==> config.mk <==
export PLATFORM = sky130hd
export DESIGN_NAME = sseg_mux_slot
export DESIGN_NICKNAME = d
export VERILOG_FILES = /design/src/rtl/sseg_mux_slot.sv
export SDC_FILE = /design/constraint.sdc
export NUM_CORES = 1
export LEC_CHECK = 0
export CORE_MARGIN = 8
export CORE_UTILIZATION = 55
export CTS_CLUSTER_DIAMETER = 60
export DETAILED_ROUTE_END_ITERATION = 6
export HOLD_SLACK_MARGIN = 0.08
export PLACE_DENSITY = 0.78
export SLEW_MARGIN = 20
export SYNTH_ARGS = -nofsm -noshare
export SYNTH_HDL_FRONTEND = slang
export SYNTH_SLANG_ARGS = --single-unit
==> constraint.sdc <==
create_clock -name clk -period 6.4 [get_ports clk]
set_input_delay 1.28 -clock clk [delete_from_list [all_inputs] [get_ports clk]]
set_output_delay 1.28 -clock clk [all_outputs]
set_load 0.02 [all_outputs]
==> src/rtl/sseg_mux_slot.sv <==
// Four-digit common-anode seven-segment scanner on the slot bus.
// Double-buffered digit data, anti-ghost blanking and PWM dimming.
module sseg_mux_slot #(
  parameter int SCAN_DIV     = 100000,
  parameter int BLANK_CYCLES = 1000,
  parameter int CNT_W        = 17
) (
  input  logic        clk,
  input  logic        reset,
  input  logic        cs,
  input  logic        read,
  input  logic        write,
  input  logic [4:0]  reg_addr,
  input  logic [31:0] wr_data,
  output logic [31:0] rd_data,
  output logic [3:0]  an,
  output logic [7:0]  sseg
);

  localparam logic [4:0] A_DATA   = 5'd0;
  localparam logic [4:0] A_DPBL   = 5'd1;
  localparam logic [4:0] A_CTRL   = 5'd2;
  localparam logic [4:0] A_RAW    = 5'd3;
  localparam logic [4:0] A_STATUS = 5'd4;

  localparam logic [CNT_W-1:0] CNT_MAX = CNT_W'(SCAN_DIV - 1);
  localparam logic [CNT_W-1:0] BLANK   = CNT_W'(BLANK_CYCLES);

  logic [15:0] data_lv, data_sh;
  logic [7:0]  dpbl_lv, dpbl_sh;
  logic [31:0] raw_lv, raw_sh;
  logic        enable, raw_mode;
  logic [7:0]  bright;
  logic        pending;

  logic [CNT_W-1:0] cnt;
  logic [1:0]       idx;
  logic [7:0]       pwm;

  logic wr_en;
  logic wr_shadowed;
  logic slot_end;
  logic commit;

  // Reads have no side effects, so the strobe is not needed.
  logic unused;
  assign unused = read;

  assign wr_en       = cs && write;
  assign wr_shadowed = wr_en && (reg_addr == A_DATA ||
                                 reg_addr == A_DPBL ||
                                 reg_addr == A_RAW);
  assign slot_end    = (cnt == CNT_MAX);
  assign commit      = slot_end && (idx == 2'd3) && pending;

  function automatic logic [6:0] hexdec(input logic [3:0] h);
    logic [6:0] s;
    s = 7'h7F;
    unique case (h)
      4'h0: s = 7'h40;
      4'h1: s = 7'h79;
      4'h2: s = 7'h24;
      4'h3: s = 7'h30;
      4'h4: s = 7'h19;
      4'h5: s = 7'h12;
      4'h6: s = 7'h02;
      4'h7: s = 7'h78;
      4'h8: s = 7'h00;
      4'h9: s = 7'h10;
      4'hA: s = 7'h08;
      4'hB: s = 7'h03;
      4'hC: s = 7'h46;
      4'hD: s = 7'h21;
      4'hE: s = 7'h06;
      4'hF: s = 7'h0E;
    endcase
    return s;
  endfunction

  always_ff @(posedge clk or posedge reset) begin
    if (reset) begin
      data_lv  <= '0;
      dpbl_lv  <= '0;
      raw_lv   <= '0;
      enable   <= 1'b1;
      raw_mode <= 1'b0;
      bright   <= 8'hFF;
    end else if (wr_en) begin
      unique case (reg_addr)
        A_DATA: data_lv <= wr_data[15:0];
        A_DPBL: dpbl_lv <= wr_data[7:0];
        A_RAW:  raw_lv  <= wr_data;
        A_CTRL: begin
          enable   <= wr_data[0];
          raw_mode <= wr_data[1];
          bright   <= wr_data[15:8];
        end
        default: ;
      endcase
    end
  end

  // Commit samples live values before any same-cycle write lands.
  always_ff @(posedge clk or posedge reset) begin
    if (reset) begin
      data_sh <= '0;
      dpbl_sh <= '0;
      raw_sh  <= '0;
      pending <= 1'b0;
    end else begin
      if (commit) begin
        data_sh <= data_lv;
        dpbl_sh <= dpbl_lv;
        raw_sh  <= raw_lv;
      end
      if (wr_shadowed)
        pending <= 1'b1;
      else if (commit)
        pending <= 1'b0;
    end
  end

  always_ff @(posedge clk or posedge reset) begin
    if (reset) begin
      cnt <= '0;
      idx <= '0;
      pwm <= '0;
    end else begin
      pwm <= pwm + 8'd1;
      if (!enable) begin
        cnt <= '0;
        idx <= '0;
      end else if (slot_end) begin
        cnt <= '0;
        idx <= idx + 2'd1;
      end else begin
        cnt <= cnt + 1'b1;
      end
    end
  end

  logic       digit_on;
  logic [3:0] an_nx;
  logic [7:0] sseg_nx;
  logic [3:0] nib;
  logic [7:0] raw_byte;

  assign nib      = data_sh[{idx, 2'b00} +: 4];
  assign raw_byte = raw_sh[{idx, 3'b000} +: 8];
  assign digit_on = enable && (cnt >= BLANK) &&
                    (pwm <= bright) && !dpbl_sh[4 + idx];

  always_comb begin
    an_nx   = 4'hF;
    sseg_nx = 8'hFF;
    if (digit_on) begin
      an_nx = ~(4'b0001 << idx);
      if (raw_mode)
        sseg_nx = ~raw_byte;
      else
        sseg_nx = {~dpbl_sh[idx], hexdec(nib)};
    end
  end

  always_ff @(posedge clk or posedge reset) begin
    if (reset) begin
      an   <= 4'hF;
      sseg <= 8'hFF;
    end else begin
      an   <= an_nx;
      sseg <= sseg_nx;
    end
  end

  always_comb begin
    rd_data = '0;
    unique case (reg_addr)
      A_DATA:   rd_data = {16'h0, data_lv};
      A_DPBL:   rd_data = {24'h0, dpbl_lv};
      A_CTRL:   rd_data = {16'h0, bright, 6'h0, raw_mode, enable};
      A_RAW:    rd_data = raw_lv;
      A_STATUS: rd_data = {29'h0, pending, idx};
      default:  rd_data = '0;
    endcase
  end

endmodule

---- After elaboration in Yosys (flattened, before gate mapping) ----
Memories as Yosys holds them, arrays and structs flattened.
Index checks and enable logic that the tools add are counted.
W data, S select, Z words.
operators by class
  bitwise operators ....................... 3
  equality and inequality tests ........... 7
  $add $sub $neg .......................... 4
  reduce and logical (&&, ||, !) cells .... 16
  shifts and indexed selects .............. 3
  muxes and demuxes ....................... 14
  order comparisons ....................... 4
operators by type and width
  kind                     count
  $pmux W32 S5             1
  $mux W17                 2
  $shiftx A32 B6 Y8        1
  $add A17 B1 Y17 const B  1
  $eq A17 B17 Y1 const B   1
  $ge A17 B10 Y1 const B   1
  $mux W8                  2
  $shiftx A16 B5 Y4        1
  $eq A5 B2 Y1 const B     2
  $add A8 B1 Y8 const B    1
  $le A8 B8 Y1             1
  $not A8 Y8               1
  $reduce_and A2 Y1        4
  $logic_and A1 B1 Y1      7
  $eq A5 B1 Y1 const B     1
  $eq A5 B3 Y1 const B     1
  $logic_not A5 Y1         1
  $add A3 B2 Y4 const A    1
  $lt A2 B4 Y1 const B     1
  $lt A4 B4 Y1 const B     1
  $mux W1                  4
  $mux W2                  2
  $mux W4                  1
  $not A4 Y4               1
  10 further kinds         11
word-level totals
  register bits after elaboration ......... 162
  memories ................................ 1
  output and inout bits ................... 44
  word-level logic and storage cells ...... 67
  ROM bits ................................ 112
  bits of input ports ..................... 42
memory list
  memory            depth  bits a word  rd ports  clocked after Yosys merged registers in  write ports  line  RTL
  (name not given)  16     7            1         0                                        0            59    unique case (h)

---- Depth between registers and ports, before layout ----
  depth in word-level cells ............... 6
  gate-level depth with buffers ........... 9
  mapped depth without buffers ............ 7

---- Least setup slack after synthesis ----
OpenSTA, ideal clock, no wires.
  kind .................................... input port to output port
  from .................................... input port reg_addr[0]
  to ...................................... output port rd_data[2]
  data arrival time ....................... 2659 ps
  setup slack ............................. 2461 ps
  cell stages on the path ................. 6
  buffers on the path ..................... 2
  data required time ...................... 5120 ps
  cell sequence ........................... clkbuf_1 > clkbuf_1 > a22oi_1 > nor2_1 > a31oi_1 > nor3_1
between the ends
  longest elaborated chain between the ends .. 2
  elaborated cells between the ends (all ways) .. 6
  those cells by class .................... eq/ne (4); mux (1); reduce/logical (1)
RTL lines
  what                                  line  RTL
  start: declaration                    13    input logic [4:0] reg_addr,
  $eq A5 B3 Y1 (tied with other cells)  177   unique case (reg_addr)
  $pmux W32 S5 *                        177
  end: declaration                      15    output logic [31:0] rd_data,
Every way passes the cells marked *; elsewhere a longest branch is shown, timed or not.

---- Worst setup path in the final report ----
  from .................................... input port reg_addr[1]
  to ...................................... output port rd_data[0]
Same word-level chain as after synthesis.

==> results.json <==
{
  "status": "finished clean",
  "timing.rr.start": "cnt[0]",
  "clock-root-buffer": "clkbuf_16",
  "h-tree-depth": 4,
  "ctsHoldBuffers": 0,
  "dp.cells": 877,
  "io-pin-count": 86,
  "wl_per_cell_microns": 20.0,
  "yosysUniqueCellTypes": 54,
  "yosysMostFrequentCell": "dfrtp_1",
  "first_pass_iters": 5,
  "drc_errors": 0,
  "coreArea_sq_mm": 0.0144,
  "grt_max_degree": 116,
  "viasPerCell": 5.73,
  "finClkSkew_ps": 9.90,
  "clk_latency_ps": 420,
  "n_antenna_cell": 0,
  "ys_seq_area_share_pct": 50.8,
  "dpl.hpwl_microns": 12800,
  "place.gp.congestion": 0.864,
  "fin_nets": 775,
  "antenna_found_initial": 0,
  "drt-total-wl_microns": 18200,
  "yosys-top-cells-count": "141 x dfrtp_1, 78 x mux2_2, 46 x nor2_1",
  "r2r_slack_ps": 3600,
  "cts.reportedPaths.clkPinSlew_ps": 60,
  "die_w_microns": 137,
  "slew_headroom_pct": 32.0,
  "via_count": 5208,
  "combPwrFrac_pct": 8.4,
  "synth-seq-cells": 162,
  "cts_tree": "built",
  "drive_gt1_share_pct": 27.7,
  "clockBufferDepth": 2,
  "ys_top_cells_by_area": "dfrtp_1 44%, mux2_2 11%, mux2_4 7.5%",
  "finalSetupTns_ps": 0,
  "tightest_slew_ps": 1020,
  "rsz0062_at_grt": "false",
  "ctsResizeCount": 0,
  "syn-num-nets": 696,
  "cp-start-kind": "primary input",
  "start_util_pct": 55.7,
  "period_needed_ps": 5270,
  "clkSinkCount": 162,
  "p_int_w": 0.00185,
  "reg2reg_to": "raw_sh[31]",
  "ir_drop_mv": 0.188,
  "cp.arrival_ps": 3990,
  "switching_power_w": 0.000582,
  "post_cts_buffers": 0,
  "area_growth_syn_to_layout_pct": 19.3,
  "drv_cap": 0,
  "fin_cells": 909,
  "slew_violations": 0,
  "setup_viol": 0,
  "seqPwrFrac_pct": 47.2,
  "grt_overflow": 0,
  "p_clk_share_pct": 44.4,
  "synthArstFlopShare_pct": 100,
  "avgSynthCellArea_sq_um": 12.7,
  "num_rows": 44,
  "synth_top_area_share_pct": 43.9,
  "synth_ff_type": "dfrtp_1",
  "hold_violations": 0,
  "syn_inst": 633,
  "track_usage_pct": 20.4,
  "fin_crit_sh_pct": 82.3,
  "hp-class": "reg2reg",
  "numPortBuffers": 84,
  "grt_first_pass_wirelength_microns": 29500,
  "cts-buffers-inserted": 17,
  "crit_fanout": 21,
  "cp_data_required_time_ps": 5120,
  "fmaxAchievable_mhz": 190,
  "worst-r2r-cell-count": 6,
  "grt_pass1_vias": 5539,
  "criticalPathCategory": "in2out",
  "synth_edf_count": 0,
  "crit_start": "reg_addr[1]",
  "yosysTopAreaCell": "dfrtp_1",
  "endpoint": "rd_data[0]",
  "powerDensity_mw_per_mm2": 254,
  "synth_area_sq_mm": 0.00804,
  "worstSetupEndpointType": "output port",
  "ys_warn_count": 0,
  "die-area_sq_mm": 0.0187,
  "final_antenna_net_count": 0,
  "leakage_nw": 4.27,
  "switching_share_pct": 23.9,
  "die_y_microns": 137,
  "drt_iter0_markers": 265
}
==> metrics by stage <==
| step | power [W] | setup WS, ps | area (sq um) | hold slack (ps) | utilization (%) |
|---|---|---|---|---|---|
| finish | 0.00243 | 1130 | 9590 | 495 | 66.5 |
| global route | 0.00253 | 950 | 9590 | 511 | 66.5 |
| CTS | 0.00245 | 1120 | 9590 | 497 | 66.5 |
| detailed placement | 0.00137 | 1130 | 8960 | 486 | 62.1 |
| global placement | 0.00136 | 1150 | 8960 | 473 | 62.1 |
| floorplan | 0.00128 | 778 | 8040 | 449 | - |
==> area by class of cell <==
| cell class | count | area [sq um] |
|---|---|---|
| Clock buffer | 18 | 429 |
| Clock inverter | 14 | 199 |
| Fill cell | 1054 | 4830 |
| Inverter | 21 | 86.3 |
| Multi-Input combinational cell | 418 | 3660 |
| Sequential cell | 162 | 4080 |
| Tap cell | 184 | 230 |
| Timing Repair Buffer | 92 | 901 |
==> worst max-delay path: stages <==
cell and delay, ps:
clkdlybuf4s50_1 1070, mux4_2 610, nor2b_1 140, a31oi_1 250, nor3_1 80, clkdlybuf4s50_1 550
==> sequential cells by signal, indices dropped and copies added (netlist names) <==
register and count:
an 4, bright 8, cnt 17, data_lv 16, data_sh 16, dpbl_lv 8
dpbl_sh 8, enable 1, idx 2, pending 1, pwm 8, raw_lv 32
raw_mode 1, raw_sh 32, sseg 8
==> logic make-up (layout without fill, tap and decap cells) <==
group	after synthesis	after routing	share of synthesized area, %
multiplexers	147	147	24.2
buffers and inverters	53	145	3.66
AO/OA/AOI/OAI	63	63	4.98
AND/OR/NAND/NOR	163	163	10.5
adder cells (fa/ha/maj)	21	21	3.27
XOR/XNOR	24	24	2.62
flip-flops	162	162	50.8
==> worst min-delay path by stage <==
stage                      start      to  slack (ps)  cells past startpoint
after global routing      pwm[7]  pwm[7]         510                      1
after CTS                 pwm[7]  pwm[7]         500                      1
final                     pwm[7]  pwm[7]         490                      1
after floorplan           pwm[7]  pwm[7]         450                      1
after global placement    pwm[0]  pwm[0]         470                      1
after detailed placement  pwm[7]  pwm[7]         490                      1
==> metal layers <==
metal,GRT usage [%],part of all wire [%]
met5,0,0
met4,7.30,2.0
met3,6.06,6.1
met2,31.6,48
met1,26.7,44
==> placed cells by master (no fill, tap or decap), types with 2 or more instances in the layout <==
master           netlist  layout
nand3_1               12      12
clkinvlp_4             0       3
mux4_2                14      14
dfstp_2               21      21
nor4b_1                3       3
o21ai_0               22      22
nand4_1                6       6
inv_1                 20      19
inv_6                  0       4
nor3_1                11      11
ha_1                  21      21
nor2b_1                6       6
nand2_1               37      37
dfrtp_1              141     141
clkdlybuf4s50_1        0      84
o311ai_0               2       2
nor4_1                 2       2
buf_4                  1       8
mux2i_1               14      14
and4_1                 4       4
bufinv_16              0       4
a22oi_1                9       9
inv_8                  0       2
a311oi_1               2       2
xnor2_1               16      16
a21oi_1                9       9
and3_1                18      18
a211oi_1               3       3
and2_1                 5       5
mux2_2                78      78
clkinv_2               0       2
mux2_4                40      40
a31oi_1                6       6
xor2_1                 8       8
nor3_2                 2       2
nor2_1                46      46
clkbuf_16              0      17
o2111ai_1              3       3
nand2b_1               3       3
==> power groups by stage <==
stage / logic (W) / registers [W] / clock network (W)
after floorplan: 0.000137 / 0.00114 / 0
after global placement: 0.000193 / 0.00116 / 0
after detailed placement: 0.000204 / 0.00117 / 0
after CTS: 0.000206 / 0.00115 / 0.00110
after global routing: 0.000227 / 0.00116 / 0.00114
final: 0.000205 / 0.00115 / 0.00108
No activity file was read; power rests on OpenSTA's default activity.
